<file path="src/rtl/ps2_key_decoder_pkg.sv">
// Shared PS/2 constants, receiver state encoding and parity helper
// for the keyboard decoder slice.
package ps2_key_decoder_pkg;

  localparam logic [7:0] SC_EXT         = 8'hE0;
  localparam logic [7:0] SC_BREAK       = 8'hF0;
  localparam logic [7:0] DEF_KEY_LEFT   = 8'h6B;
  localparam logic [7:0] DEF_KEY_RIGHT  = 8'h74;
  localparam logic [7:0] DEF_KEY_FIRE   = 8'h29;

  typedef enum logic [1:0] {
    RX_IDLE   = 2'd0,
    RX_DATA   = 2'd1,
    RX_PARITY = 2'd2,
    RX_STOP   = 2'd3
  } rx_state_e;

  // PS/2 uses odd parity: data plus parity bit must hold an odd number of ones.
  function automatic logic odd_parity_ok(input logic [7:0] data, input logic par);
    return ^{data, par};
  endfunction

endpackage

</file>
<file path="src/rtl/ps2_key_decoder_ps2_rx.sv">
// PS/2 frame receiver: pad synchronisers, clock glitch filter, frame
// deserialiser with parity/stop checking and an inter-bit timeout.
module ps2_rx
  import ps2_key_decoder_pkg::*;
#(
  parameter int FILTER_LEN     = 4,
  parameter int TIMEOUT_CYCLES = 6500
) (
  input  logic       pclk,
  input  logic       rst,
  input  logic       ps2_clk,
  input  logic       ps2_data,
  output logic [7:0] byte_out,
  output logic       byte_valid,
  output logic       frame_err
);

  localparam int FW = $clog2(FILTER_LEN + 1);
  localparam int TW = $clog2(TIMEOUT_CYCLES + 1);

  logic          clk_meta_q, clk_sync_q, data_meta_q, data_sync_q;
  logic          filt_q, filt_d, filt_prev_q;
  logic [FW-1:0] filt_cnt_q, filt_cnt_d;
  logic          sample_ev;
  rx_state_e     state_q, state_d;
  logic [2:0]    bit_cnt_q, bit_cnt_d;
  logic [7:0]    shift_q, shift_d;
  logic          par_q, par_d;
  logic [TW-1:0] tmo_cnt_q, tmo_cnt_d;
  logic          byte_valid_q, byte_valid_d;
  logic          frame_err_q, frame_err_d;

  // Two-flop synchronisers; the idle PS/2 bus is high, so they reset to 1.
  always_ff @(posedge pclk or negedge rst) begin
    if (!rst) begin
      clk_meta_q  <= 1'b1;
      clk_sync_q  <= 1'b1;
      data_meta_q <= 1'b1;
      data_sync_q <= 1'b1;
    end else begin
      clk_meta_q  <= ps2_clk;
      clk_sync_q  <= clk_meta_q;
      data_meta_q <= ps2_data;
      data_sync_q <= data_meta_q;
    end
  end

  // Filtered clock only follows the synchronised clock after FILTER_LEN disagreeing samples in a row.
  always_comb begin
    filt_d     = filt_q;
    filt_cnt_d = '0;
    if (clk_sync_q != filt_q) begin
      if (filt_cnt_q == FW'(FILTER_LEN - 1)) begin
        filt_d = clk_sync_q;
      end else begin
        filt_cnt_d = filt_cnt_q + 1'b1;
      end
    end
  end

  // Filter state plus a delayed copy used for falling-edge detection.
  always_ff @(posedge pclk or negedge rst) begin
    if (!rst) begin
      filt_q      <= 1'b1;
      filt_prev_q <= 1'b1;
      filt_cnt_q  <= '0;
    end else begin
      filt_q      <= filt_d;
      filt_prev_q <= filt_q;
      filt_cnt_q  <= filt_cnt_d;
    end
  end

  assign sample_ev = filt_prev_q & ~filt_q;

  // Frame FSM advances on sample events; otherwise the timeout counter runs while mid-frame.
  always_comb begin
    state_d      = state_q;
    bit_cnt_d    = bit_cnt_q;
    shift_d      = shift_q;
    par_d        = par_q;
    tmo_cnt_d    = '0;
    byte_valid_d = 1'b0;
    frame_err_d  = 1'b0;
    if (sample_ev) begin
      case (state_q)
        RX_IDLE: begin
          if (!data_sync_q) begin
            state_d   = RX_DATA;
            bit_cnt_d = '0;
          end
        end
        RX_DATA: begin
          shift_d   = {data_sync_q, shift_q[7:1]};
          bit_cnt_d = bit_cnt_q + 3'd1;
          if (bit_cnt_q == 3'd7) begin
            state_d = RX_PARITY;
          end
        end
        RX_PARITY: begin
          par_d   = data_sync_q;
          state_d = RX_STOP;
        end
        RX_STOP: begin
          if (odd_parity_ok(shift_q, par_q) && data_sync_q) begin
            byte_valid_d = 1'b1;
          end else begin
            frame_err_d = 1'b1;
          end
          state_d = RX_IDLE;
        end
        default: state_d = RX_IDLE;
      endcase
    end else if (state_q != RX_IDLE) begin
      if (tmo_cnt_q == TW'(TIMEOUT_CYCLES - 1)) begin
        state_d     = RX_IDLE;
        frame_err_d = 1'b1;
      end else begin
        tmo_cnt_d = tmo_cnt_q + 1'b1;
      end
    end
  end

  // Receiver state, shift register, timeout counter and registered strobes.
  always_ff @(posedge pclk or negedge rst) begin
    if (!rst) begin
      state_q      <= RX_IDLE;
      bit_cnt_q    <= '0;
      shift_q      <= '0;
      par_q        <= 1'b0;
      tmo_cnt_q    <= '0;
      byte_valid_q <= 1'b0;
      frame_err_q  <= 1'b0;
    end else begin
      state_q      <= state_d;
      bit_cnt_q    <= bit_cnt_d;
      shift_q      <= shift_d;
      par_q        <= par_d;
      tmo_cnt_q    <= tmo_cnt_d;
      byte_valid_q <= byte_valid_d;
      frame_err_q  <= frame_err_d;
    end
  end

  assign byte_out   = shift_q;
  assign byte_valid = byte_valid_q;
  assign frame_err  = frame_err_q;

endmodule

</file>
<file path="src/rtl/ps2_key_decoder.sv">
// Turns PS/2 scan-code traffic into level-held left/right/fire controls,
// tracking E0 (extended) and F0 (break) prefixes between codes.
module ps2_key_decoder
  import ps2_key_decoder_pkg::*;
#(
  parameter int         FILTER_LEN     = 4,
  parameter int         TIMEOUT_CYCLES = 6500,
  parameter logic [7:0] KEY_LEFT       = DEF_KEY_LEFT,
  parameter logic [7:0] KEY_RIGHT      = DEF_KEY_RIGHT,
  parameter logic [7:0] KEY_FIRE       = DEF_KEY_FIRE
) (
  input  logic pclk,
  input  logic rst,
  input  logic ps2_clk,
  input  logic ps2_data,
  output logic left,
  output logic right,
  output logic fire,
  output logic frame_err
);

  logic [7:0] rx_byte;
  logic       rx_valid;
  logic       rx_err;
  logic       ext_q, ext_d, brk_q, brk_d;
  logic       left_q, left_d, right_q, right_d, fire_q, fire_d;

  ps2_rx #(
    .FILTER_LEN     (FILTER_LEN),
    .TIMEOUT_CYCLES (TIMEOUT_CYCLES)
  ) u_rx (
    .pclk       (pclk),
    .rst        (rst),
    .ps2_clk    (ps2_clk),
    .ps2_data   (ps2_data),
    .byte_out   (rx_byte),
    .byte_valid (rx_valid),
    .frame_err  (rx_err)
  );

  // Prefix flags stick until a non-prefix byte or a frame error; key levels follow make/break.
  always_comb begin
    ext_d   = ext_q;
    brk_d   = brk_q;
    left_d  = left_q;
    right_d = right_q;
    fire_d  = fire_q;
    if (rx_err) begin
      ext_d = 1'b0;
      brk_d = 1'b0;
    end else if (rx_valid) begin
      if (rx_byte == SC_EXT) begin
        ext_d = 1'b1;
      end else if (rx_byte == SC_BREAK) begin
        brk_d = 1'b1;
      end else begin
        ext_d = 1'b0;
        brk_d = 1'b0;
        if (ext_q && (rx_byte == KEY_LEFT)) begin
          left_d = ~brk_q;
        end
        if (ext_q && (rx_byte == KEY_RIGHT)) begin
          right_d = ~brk_q;
        end
        if (!ext_q && (rx_byte == KEY_FIRE)) begin
          fire_d = ~brk_q;
        end
      end
    end
  end

  // Decoder flags and registered key outputs.
  always_ff @(posedge pclk or negedge rst) begin
    if (!rst) begin
      ext_q   <= 1'b0;
      brk_q   <= 1'b0;
      left_q  <= 1'b0;
      right_q <= 1'b0;
      fire_q  <= 1'b0;
    end else begin
      ext_q   <= ext_d;
      brk_q   <= brk_d;
      left_q  <= left_d;
      right_q <= right_d;
      fire_q  <= fire_d;
    end
  end

  assign left      = left_q;
  assign right     = right_q;
  assign fire      = fire_q;
  assign frame_err = rx_err;

endmodule

</file>
<file path="config.mk">
export PLATFORM = sky130hd
export DESIGN_NAME = ps2_key_decoder
export DESIGN_NICKNAME = d
export VERILOG_FILES = /design/src/rtl/ps2_key_decoder_pkg.sv /design/src/rtl/ps2_key_decoder_ps2_rx.sv /design/src/rtl/ps2_key_decoder.sv
export SDC_FILE = /design/constraint.sdc
export NUM_CORES = 1
export LEC_CHECK = 0
export BUFFER_PORTS_ARGS = -buffer_cell sky130_fd_sc_hd__buf_2
export CORE_MARGIN = 2
export CORE_UTILIZATION = 25
export CTS_CLUSTER_SIZE = 28
export DETAILED_ROUTE_END_ITERATION = 12
export GPL_TIMING_DRIVEN = 0
export SYNTH_ARGS = -nofsm -noshare
export SYNTH_HDL_FRONTEND = slang
export SYNTH_HIERARCHICAL = 1
export SYNTH_SLANG_ARGS = --single-unit
</file>
<file path="constraint.sdc">
create_clock -name pclk -period 1.7 [get_ports pclk]
set_input_delay 0.34 -clock pclk [delete_from_list [all_inputs] [get_ports pclk]]
set_output_delay 0.34 -clock pclk [all_outputs]
set_load 0.01 [all_outputs]
</file>
==> implementation parameters, run 1 <==
Parameter                              Value

Timing
  Unrepaired setup endpoints after global routing    true
  Final Skew    between 0.006 and 0.007 ns
  Fin Hold WS    0.137 ns
  Rel. slew slack    0.378
  TNS Setup    -1.44 ns
  Final number of hold-violating endpoints    0
  Setup slack of the critical path after layout    -0.113 ns
  Slew at the pin closest to its max-slew limit    0.934 ns
  Post-route clock period utilization    1.07
  Number of pins with negative max-slew slack in the final report    0
  Highest attainable clock frequency    552 MHz
  Setup violators final    16
  Min cycle time layout    around 1.8 ns

Critical path
  Slowest-stage cell, CP    or4b_4
  Setup CP Type    reg -> reg
  CP max stage delay    between 0.5 and 0.6 ns
  R2R Path End    u_rx/tmo_cnt_q[7]$_DFF_PN0_
  Element type at the critical path start    flop
  Register-to-Register Setup Slack    -0.11 ns
  Worst r2r src    u_rx/tmo_cnt_q[10]$_DFF_PN0_
  Critical path data arrival time    2.00 ns
  Cell depth of the worst flop-to-flop path    5
  Critical path required time    ~1.9 ns
  Crit path cell chain    or4b_4 -> nor4_4 -> nand2b_4 -> buf_6 -> nor2_1
  Critical-path maximum fanout    5
  Endpoint kind of the worst setup timing path    flop
  Number of buffers and inverters on the critical path    1
  Stages on worst setup path    5
  Cell type group with the largest total delay on the critical path    simple AND/OR/NAND/NOR gates

Synthesis
  Seq cells post-synth    43
  Per-instance average area after synthesis    11.5 um^2
  Synthesis warning total    6
  Synthesized cell area    0.00205 mm^2
  Number of flops mapped to enable cells by yosys    0
  Syn Nets    191
  Main area contributors after synthesis    dfrtp_1 (45%), dfstp_2 (7.7%), mux2_2 (5.5%), xnor2_1 (5.1%), ha_1 (4.9%)
  Library cell with the largest summed area after synthesis    dfrtp_1
  Count of unique library cells instantiated by Yosys    39
  Synth async-reset ratio    1.00
  Most instantiated cells after synthesis    dfrtp_1 (37), nor2_1 (19), xnor2_1 (12)
  Register area share after synthesis    0.527
  Ys flop type    dfrtp_1
  Post-synthesis instance total    179
  Most instantiated library cell after synthesis    dfrtp_1
  Synth top area share    0.451

Clocking
  Number of buffers on the longest clock path    2
  Clock Tree Root    clkbuf_8
  Number of levels the H-tree was split into    2
  Clock transition time at the flip-flop clock pins of the worst setup and hold paths    ~0.08 ns
  Clock tree from TritonCTS    built
  TritonCTS Sinks    43
  Clk Latency, worst-skew pair    0.30 ns
  CTS Hold Buffers Added    0
  Number of clock buffers inserted by TritonCTS    5

Placement
  Input/output buffers    7
  Post-placement setup slack    -0.215 ns
  Final GP Congestion    0.780
  Post-placement cell count    between 200 and 300
  Half-perimeter wire length after placement    2340 um
  Placed Instance Area    0.00222 mm^2

Power
  Pleak    ~1.0 nW
  NetSw    1.09 mW
  Share of total power in the clock network    0.194
  Worst-case vdd ir drop    about 0.00032 V
  Flop pwr share    0.448
  Share of total power in combinational logic    0.358
  Ratio of total power to cell area    1330 mW/mm^2
  Switching power as a share of total power    0.336
  Cell-internal power    2.15 mW

Status
  Violated checks    negative setup slack
  Result of the run    finished with violations

Global route
  Global-route wire length before repair    6190 um
  All-layer global routing usage    0.0891
  Via count of the first global-routing pass    1355
  Global route overflow    0
  Initial antenna violation count    0
  Largest net degree at the start of global routing    44

Route
  Vias per std cell    around 4.4
  Routed WL per cell    ~11 um
  DRC marker count from the first detailed-route iteration    31
  Count of nets left with antenna violations after detail routing    0
  Iteration count of the initial detailed-routing pass    4
  Post-detailed-routing wire length    3460 um
  Number of DRC violations after detailed routing    0
  Overall via count from detail_route    about 1300

Floorplan
  Initial Utilization    0.254
  Rows    33
  Die boundary height    roughly 95 um
  Chip Width    94.7 um
  Total core area    0.00809 mm^2
  Number of ports placed on the die boundary    8
  Overall die area    approximately 0.009 mm^2

Min path
  Class of the tightest hold or removal check    in -> reg
  Start point of the worst min-delay path    ps2_data
  Depth of the worst hold-timing path    1
  Worst Hold End    u_rx/data_meta_q$_DFF_PN1_

Cells and area
  Share of cells above drive strength 1    0.264
  Area growth from synthesis to layout    18.0%
  Count of antenna diodes in the layout    0
  Final Instance Area    ~0.0024 mm^2
  Post-layout instance count excluding filler cells    approximately 310
  Final net count    approximately 210

Job
  MaxCap Viol Count    0
-- per-stage QoR --
stage                     total power [mW]  utilization
after floorplan                       2.24            -
after global placement                2.43        0.274
after detailed placement              2.46        0.274
after CTS                             3.25        0.295
after global routing                  3.54        0.299
final                                 3.23        0.299
-- registers in the layout, summed over array words and instances, names as in the netlist --
name	cells
left	1
u_rx/data_meta_q	1
u_rx/frame_err	1
u_rx/state_q	2
u_rx/filt_q	1
fire	1
brk_q	1
u_rx/byte_out	8
u_rx/filt_cnt_q	3
ext_q	1
u_rx/tmo_cnt_q	13
u_rx/data_sync_q	1
u_rx/par_q	1
u_rx/filt_prev_q	1
u_rx/byte_valid	1
u_rx/clk_sync_q	1
right	1
u_rx/bit_cnt_q	3
u_rx/clk_meta_q	1
-- worst max-delay path by stage --
stage | from | end
after global routing | u_rx/tmo_cnt_q[10]$_DFF_PN0_ | u_rx/tmo_cnt_q[4]$_DFF_PN0_
after global placement | u_rx/tmo_cnt_q[10]$_DFF_PN0_ | u_rx/tmo_cnt_q[11]$_DFF_PN0_
after CTS | u_rx/tmo_cnt_q[1]$_DFF_PN0_ | u_rx/tmo_cnt_q[8]$_DFF_PN0_
after detailed placement | u_rx/tmo_cnt_q[10]$_DFF_PN0_ | u_rx/tmo_cnt_q[10]$_DFF_PN0_
after floorplan | u_rx/tmo_cnt_q[10]$_DFF_PN0_ | u_rx/tmo_cnt_q[11]$_DFF_PN0_
final | u_rx/tmo_cnt_q[10]$_DFF_PN0_ | u_rx/tmo_cnt_q[7]$_DFF_PN0_
-- what timing repair did --
| action | in CTS | in global routing |
|---|---|---|
| gates cloned | 1 | 0 |
| gates resized for setup | 8 | 9 |
| setup buffers | 5 | 1 |
| pin swaps | 6 | 2 |
| endpoints found under the setup margin | 15 | 21 |
-- power groups by stage --
stage | logic, mW | registers (mW) | clock network [mW]
final | 1.16 | 1.45 | 0.628
after floorplan | 0.828 | 1.41 | 0
after CTS | 1.13 | 1.45 | 0.670
after global placement | 0.974 | 1.46 | 0
after global routing | 1.32 | 1.48 | 0.735
after detailed placement | 1.00 | 1.46 | 0
-- layer usage --
metal	wire, um	global-route usage	vias up
met5	0	0	-
met1	1600	0.111	643
li1	-	-	670
met2	1670	0.140	15
met4	46	0.0314	0
met3	143	0.0351	5
-- placed cells by master (no fill, tap or decap), drive strengths merged, types with 5 or more instances in the layout --
| cell type | Yosys | final |
|---|---|---|
| nor2 | 19 | 19 |
| dfstp | 6 | 6 |
| nand3 | 6 | 6 |
| inv | 9 | 9 |
| buf | 2 | 16 |
| nor3 | 6 | 6 |
| nand2 | 11 | 11 |
| nor4 | 6 | 6 |
| mux2 | 10 | 10 |
| dfrtp | 37 | 37 |
| xnor2 | 12 | 12 |
| clkbuf | 1 | 6 |
| nand4 | 5 | 5 |
| ha | 8 | 8 |
-- logic make-up after synthesis --
group           count (synthesis)  synth area share
flops                          43             0.527
compound gates                 14            0.0487
xor+xnor                       17            0.0859
buf+inv                        12            0.0262
mux                            14            0.0743
simple gates                   71             0.189
fa+ha+maj                       8            0.0487
-- final cells by class --
cell class	instances	area, um^2
Tap cell	105	131
Clock inverter	3	20.0
Clock buffer	5	68.8
Fill cell	851	5670
Multi-Input combinational cell	124	972
Inverter	9	33.8
Sequential cell	43	1080
Buffer	3	21.3
Timing Repair Buffer	14	91.3
(Power assumes the default switching activity.)
==> run 2: changes to the inputs <==
Settings changed: CTS_BUF_LIST set to sky130_fd_sc_hd__clkbuf_16.
==> run 2 against run 1 <==
The run still ends with negative setup slack left. Clock-buffer cell count unchanged. Combinational power hardly changed. Setup slack gained 0.012 ns. Utilization is 0.74 points higher. Critical path type unchanged.
==> implementation parameters, run 2 (synthesized netlist as in run 1, its figures left out) <==
Parameter                              Value

Status
  Result of the run    finished with violations
  Violated checks    negative setup slack

Route
  Post-detailed-routing wire length    3500 um (+1.1%)
  Number of DRC violations after detailed routing    0 (unchanged)
  Vias per std cell    4.42 (+1.5%)
  Iteration count of the initial detailed-routing pass    4 (unchanged)
  Count of nets left with antenna violations after detail routing    0 (unchanged)
  DRC marker count from the first detailed-route iteration    34 (+9.7%)
  Routed WL per cell    11.4 um (+1.1%)
  Overall via count from detail_route    1353 (+1.5%)

Cells and area
  Max reg flops    13 (unchanged)
  Final net count    212 (unchanged)
  Count of antenna diodes in the layout    0 (unchanged)
  Number of filler instances in the final layout    848 (-0.35%)
  Area growth from synthesis to layout    20.9%
  Most flops, register    u_rx/tmo_cnt_q
  Share of cells above drive strength 1    0.269 (+0.00498)
  Most frequent standard cell in the layout excluding fill and tap cells    dfrtp_1
  Commonest cells after routing, fill and taps aside    dfrtp_1 (37), nor2_1 (15), xnor2_1 (12)

Timing
  Slew at the pin closest to its max-slew limit    0.938 ns (+0.00496 ns)
  Final Skew    0.00522 ns (-0.00104 ns)
  Highest attainable clock frequency    555 MHz (+0.65%)
  Rel. slew slack    0.374 (-0.00330)
  Number of pins with negative max-slew slack in the final report    0 (unchanged)
  Post-route clock period utilization    1.06 (-0.00693)
  Final number of hold-violating endpoints    0 (unchanged)
  Setup slack of the critical path after layout    -0.101 ns (+0.0118 ns)
  Unrepaired setup endpoints after global routing    true
  Setup violators final    14 (-2)
  Min cycle time layout    1.80 ns (-0.0118 ns)

Critical path
  Slowest-stage cell, CP    or4b_4
  Critical path required time    1.87 ns (-0.02 ns)
  CP max stage delay    0.56 ns (about the same)
  Critical path data arrival time    1.97 ns (-0.03 ns)
  Crit path cell chain    or4b_4 -> nor4_4 -> nand2b_4 -> buf_6 -> nor2_1
  Endpoint kind of the worst setup timing path    flop
  Critical-path maximum fanout    5 (unchanged)
  Element type at the critical path start    flop
  Setup CP Type    reg -> reg

Clocking
  Clk Latency, worst-skew pair    0.28 ns (-0.02 ns)
  Clock transition time at the flip-flop clock pins of the worst setup and hold paths    0.06 ns (-0.02 ns)
  Clock Tree Root    clkbuf_16
  TritonCTS Sinks    43 (unchanged)
  Clock tree from TritonCTS    built
  Number of levels the H-tree was split into    2 (unchanged)
  Number of buffers on the longest clock path    2 (unchanged)
  Number of clock buffers inserted by TritonCTS    5 (unchanged)

Power
  Ratio of total power to cell area    1420 mW/mm^2 (+6.5%)
  Worst-case vdd ir drop    0.000517 V (+60%)
  Pleak    1.08 nW (+2.5%)
  Final total power    3.53 mW (+9.1%)

Global route
  Global-route wire length before repair    6270 um (+1.2%)
  Largest net degree at the start of global routing    44 (unchanged)
  Global route overflow    0 (unchanged)
  All-layer global routing usage    0.0899 (+0.000840)
  Via count of the first global-routing pass    1361 (+0.44%)
  Initial antenna violation count    0 (unchanged)

Job
  MaxCap Viol Count    0 (unchanged)

Floorplan
  Die boundary height    94.7 um (unchanged)
  Initial Utilization    0.254 (unchanged)
  Total core area    0.00809 mm^2 (unchanged)
  Number of ports placed on the die boundary    8 (unchanged)
  Chip Width    94.7 um (unchanged)
  Rows    33 (unchanged)
  Overall die area    0.00896 mm^2 (unchanged)

Placement
  Final GP Congestion    0.780 (unchanged)
  Half-perimeter wire length after placement    2340 um (unchanged)
  Post-placement setup slack    -0.215 ns (unchanged)
  Input/output buffers    7 (unchanged)

Min path
  Class of the tightest hold or removal check    in -> reg
[run 2: what timing repair did]
action	in CTS	in global routing
setup buffers	5	1
pin swaps	6	2
gates resized for setup	8	9
cloned	1	0
hold buffers	0	0
setup endpoints to repair	15	20
[run 2: final timing paths]
check	from	end	slack, ns	depth (start not counted)
setup reg to reg	u_rx/tmo_cnt_q[10]$_DFF_PN0_	u_rx/tmo_cnt_q[9]$_DFF_PN0_	-0.10	5
max in group asynchronous	rst	u_rx/bit_cnt_q[0]$_DFFE_PN0P_	0.91	1
hold / removal	ps2_data	u_rx/data_meta_q$_DFF_PN1_	0.15	1
min in group asynchronous	rst	u_rx/filt_cnt_q[2]$_DFF_PN0_	0.20	1
setup / recovery	u_rx/tmo_cnt_q[10]$_DFF_PN0_	u_rx/tmo_cnt_q[9]$_DFF_PN0_	-0.10	5
hold reg to reg	u_rx/clk_meta_q$_DFF_PN1_	u_rx/clk_sync_q$_DFF_PN1_	0.36	0
[run 2: worst max-delay path: cells and delay by family, from the launching register on]
family,cells,cell delay (ns)
simple gates,4,1.15
flops,1,0.41
buf+inv,1,0.13
[run 2: where the power goes]
group | switching, mW | internal (mW) | total (mW)
sequential | 0.209 | 1.24 | 1.45
clock | 0.378 | 0.540 | 0.918
combinational | 0.540 | 0.621 | 1.16
[run 2: layout make-up]
cell class	instances	area (um^2)	area share
clock inverters	3	20.0	0.00806
plain buffers	3	21.3	0.00856
well taps	105	131	0.0529
clock buffers	5	125	0.0504
multi-input cells	124	977	0.393
inverters	9	33.8	0.0136
repair buffers	14	91.3	0.0368
flip-flops and latches	43	1080	0.436
[run 2: stage by stage]
step / utilization / TNS (ns) / cells / area, um^2 / hold slack [ns]
detailed placement: 0.274 / -2.58 / 291 / 2220 / 0.347
global placement: 0.274 / -2.37 / 291 / 2220 / 0.347
floorplan: - / -0.142 / 179 / 2050 / 0.0444
CTS: 0.302 / -2.00 / 305 / 2450 / 0.142
global route: 0.307 / -2.83 / 306 / 2480 / 0.133
finish: 0.307 / -1.22 / 306 / 2480 / 0.152
[run 2: metal layers]
metal | up-vias | wire length [um] | GRT usage
met3 | 7 | 146 | 0.0271
met1 | 653 | 1560 | 0.110
li1 | 670 | - | -
met4 | 0 | 65 | 0.0495
met5 | - | 0 | 0
met2 | 23 | 1730 | 0.141
==> run 3: changes to the inputs <==
Settings changed: CTS_BUF_LIST sky130_fd_sc_hd__clkbuf_16 to sky130_fd_sc_hd__clkbuf_2, SLEW_MARGIN set to 10.
==> run 3 against run 2 <==
Setup slack worse by 0.0049 ns. Routed wire length rose by 1.5%. Final cell count rose by 2.3%. Sequential share of layout area up 0.93 points. The flow still finishes with violations (negative setup slack).
==> implementation parameters, run 3 (synthesized netlist as in run 1, its figures left out) <==
Parameter                              Value

Power
  Worst-case vdd ir drop    0.000405 V (-22%)
  NetSw    1.10 mW (-2.5%)
  Share of total power in combinational logic    0.391 (+0.062)
  Final total power    3.08 mW (-13%)
  Flop pwr share    0.467 (+0.056)
  Ratio of total power to cell area    1260 mW/mm^2 (-11%)
  Share of total power in the clock network    0.141 (-0.119)
  Switching power as a share of total power    0.357 (+0.0377)
  Pleak    1.06 nW (-1.1%)
  Cell-internal power    1.98 mW (-18%)

Critical path
  Cell depth of the worst flop-to-flop path    5 (unchanged)
  Setup crit start    u_rx/tmo_cnt_q[3]$_DFF_PN0_
  Setup CP Type    reg -> reg
  Element type at the critical path start    flop
  Critical path required time    2.02 ns (+0.15 ns)
  Worst r2r src    u_rx/tmo_cnt_q[3]$_DFF_PN0_
  Critical path destination    u_rx/tmo_cnt_q[7]$_DFF_PN0_
  Critical path data arrival time    2.12 ns (+0.15 ns)
  Critical-path maximum fanout    5 (unchanged)
  Register-to-Register Setup Slack    -0.11 ns (about the same)
  Endpoint kind of the worst setup timing path    flop
  R2R Path End    u_rx/tmo_cnt_q[7]$_DFF_PN0_

Global route
  Global route hottest layer    met2
  All-layer global routing usage    0.0882 (-0.00170)
  Met1 routing resource usage after global routing    0.111 (+0.00144)
  Largest net degree at the start of global routing    44 (unchanged)
  Via count of the first global-routing pass    1388 (+2.0%)
  Global-route wire length before repair    6270 um (+0.11%)
  Initial antenna violation count    0 (unchanged)
  Global route overflow    0 (unchanged)
  Met2 usage in global routing    0.144 (+0.00236)
  Met3 global-route usage    0.0247 (-0.00239)

Cells and area
  Count of antenna diodes in the layout    0 (unchanged)
  Most flops, register    u_rx/tmo_cnt_q
  Share of cells above drive strength 1    0.293 (+0.0246)
  Commonest cells after routing, fill and taps aside    dfrtp_1 (35), nor2_1 (13), xnor2_1 (12)
  Final net count    219 (+3.3%)
  Max reg flops    13 (unchanged)
  Number of filler instances in the final layout    858 (+1.2%)
  Area growth from synthesis to layout    18.6%
  Final Instance Area    0.00244 mm^2 (-1.9%)
  Most frequent standard cell in the layout excluding fill and tap cells    dfrtp_1

Timing
  Number of pins with negative max-slew slack in the final report    0 (unchanged)
  Post-route clock period utilization    1.06 (+0.00289)
  Final Skew    0.0168 ns (+0.0116 ns)
  Final number of hold-violating endpoints    0 (unchanged)
  Highest attainable clock frequency    554 MHz (-0.27%)
  Fin Hold WS    0.0414 ns (-0.111 ns)
  Setup violators final    15 (+1)
  Min cycle time layout    1.81 ns (+0.00492 ns)
  Rel. slew slack    0.361 (-0.0135)
  Slew at the pin closest to its max-slew limit    0.959 ns (+0.0203 ns)
  Unrepaired setup endpoints after global routing    true
  Setup slack of the critical path after layout    -0.106 ns (-0.00492 ns)

Clocking
  TritonCTS Sinks    43 (unchanged)
  Clock tree from TritonCTS    built
  Clk Latency, worst-skew pair    0.41 ns (+0.13 ns)
  Clock transition time at the flip-flop clock pins of the worst setup and hold paths    0.23 ns (+0.17 ns)
  Number of clock buffers inserted by TritonCTS    5 (unchanged)
  Clock Tree Root    clkbuf_2
  Number of buffers on the longest clock path    2 (unchanged)
  Number of levels the H-tree was split into    2 (unchanged)

Floorplan
  Rows    33 (unchanged)
  Number of ports placed on the die boundary    8 (unchanged)
  Overall die area    0.00896 mm^2 (unchanged)
  Chip Width    94.7 um (unchanged)
  Die boundary height    94.7 um (unchanged)
  Total core area    0.00809 mm^2 (unchanged)
  Initial Utilization    0.254 (unchanged)

Route
  Number of DRC violations after detailed routing    0 (unchanged)
  Iteration count of the initial detailed-routing pass    4 (unchanged)
  Routed WL per cell    11.3 um (-0.75%)
  DRC marker count from the first detailed-route iteration    26 (-24%)
  Post-detailed-routing wire length    3550 um (+1.5%)
  Count of nets left with antenna violations after detail routing    0 (unchanged)
  Overall via count from detail_route    1370 (+1.3%)
  Vias per std cell    4.38 (-1.0%)

Job
  MaxCap Viol Count    0 (unchanged)

Status
  Violated checks    negative setup slack
  Result of the run    finished with violations

Min path
  Class of the tightest hold or removal check    in -> async

Placement
  Input/output buffers    7 (unchanged)
  Placed Instance Area    0.00222 mm^2 (unchanged)
  Final GP Congestion    0.780 (unchanged)
  Half-perimeter wire length after placement    2340 um (unchanged)
[run 3: cell count changes in the layout (fill, tap and decap cells not counted), sizes merged]
cell | before | now
dlygate4sd3 | 0 | 2
buf | 16 | 21
[run 3: critical path: stages, from the launching register on]
cell and delay (ns):
dfrtp_1 0.47, or4b_4 0.51, nor4_4 0.34, nand2b_4 0.22
buf_6 0.13, nor2_1 0.04
[run 3: through the flow]
stage | setup TNS [ns] | worst slack (ns) | utilization | std cells
finish | -1.16 | -0.106 | 0.301 | 313
global route | -2.64 | -0.189 | 0.301 | 313
CTS | -1.37 | -0.102 | 0.293 | 308
detailed placement | -2.58 | -0.215 | 0.274 | 291
global placement | -2.37 | -0.201 | 0.274 | 291
floorplan | -0.142 | -0.0145 | - | 179
[run 3: area by class of cell]
class                      count  area [um^2]  area share
clock inverter                 3         20.0     0.00821
multi-input combinational    124          965       0.396
clock buffer                   5         25.0      0.0103
timing repair buffer          21          153      0.0626
buffer                         3         23.8     0.00975
inverter                       9         33.8      0.0139
tap                          105          131      0.0539
sequential                    43         1090       0.446
[run 3: power groups by stage]
stage               sequential (mW)  clock (mW)  combinational (mW)
finish                         1.44       0.435                1.20
global route                   1.47       0.521                1.37
CTS                            1.44       0.462                1.13
detailed placement             1.46           0                1.00
global placement               1.46           0               0.974
floorplan                      1.41           0               0.828
[run 3: routing by layer]
layer	part of all wire	routed length (um)
met3	0.033	118
met1	0.47	1680
met2	0.48	1700
met5	0	0
met4	0.014	48
[run 3: how the worst min path moves through the flow]
stage                                                to  slack, ns  cells past startpoint
after floorplan                       brk_q$_DFFE_PN0P_       0.04                      0
after global placement       u_rx/data_sync_q$_DFF_PN1_       0.35                      0
after detailed placement     u_rx/data_sync_q$_DFF_PN1_       0.35                      0
after CTS                 u_rx/bit_cnt_q[0]$_DFFE_PN0P_       0.05                      1
after global routing      u_rx/bit_cnt_q[0]$_DFFE_PN0P_       0.07                      1
final                      u_rx/filt_cnt_q[2]$_DFF_PN0_       0.04                      1
[run 3: repair_timing]
item,CTS,global route
resized for setup,8,13
setup endpoints to repair,17,23
setup buffers,6,5
endpoints found under the hold margin,2,0
pin swaps,4,3
gates cloned,1,0
hold buffers,2,0
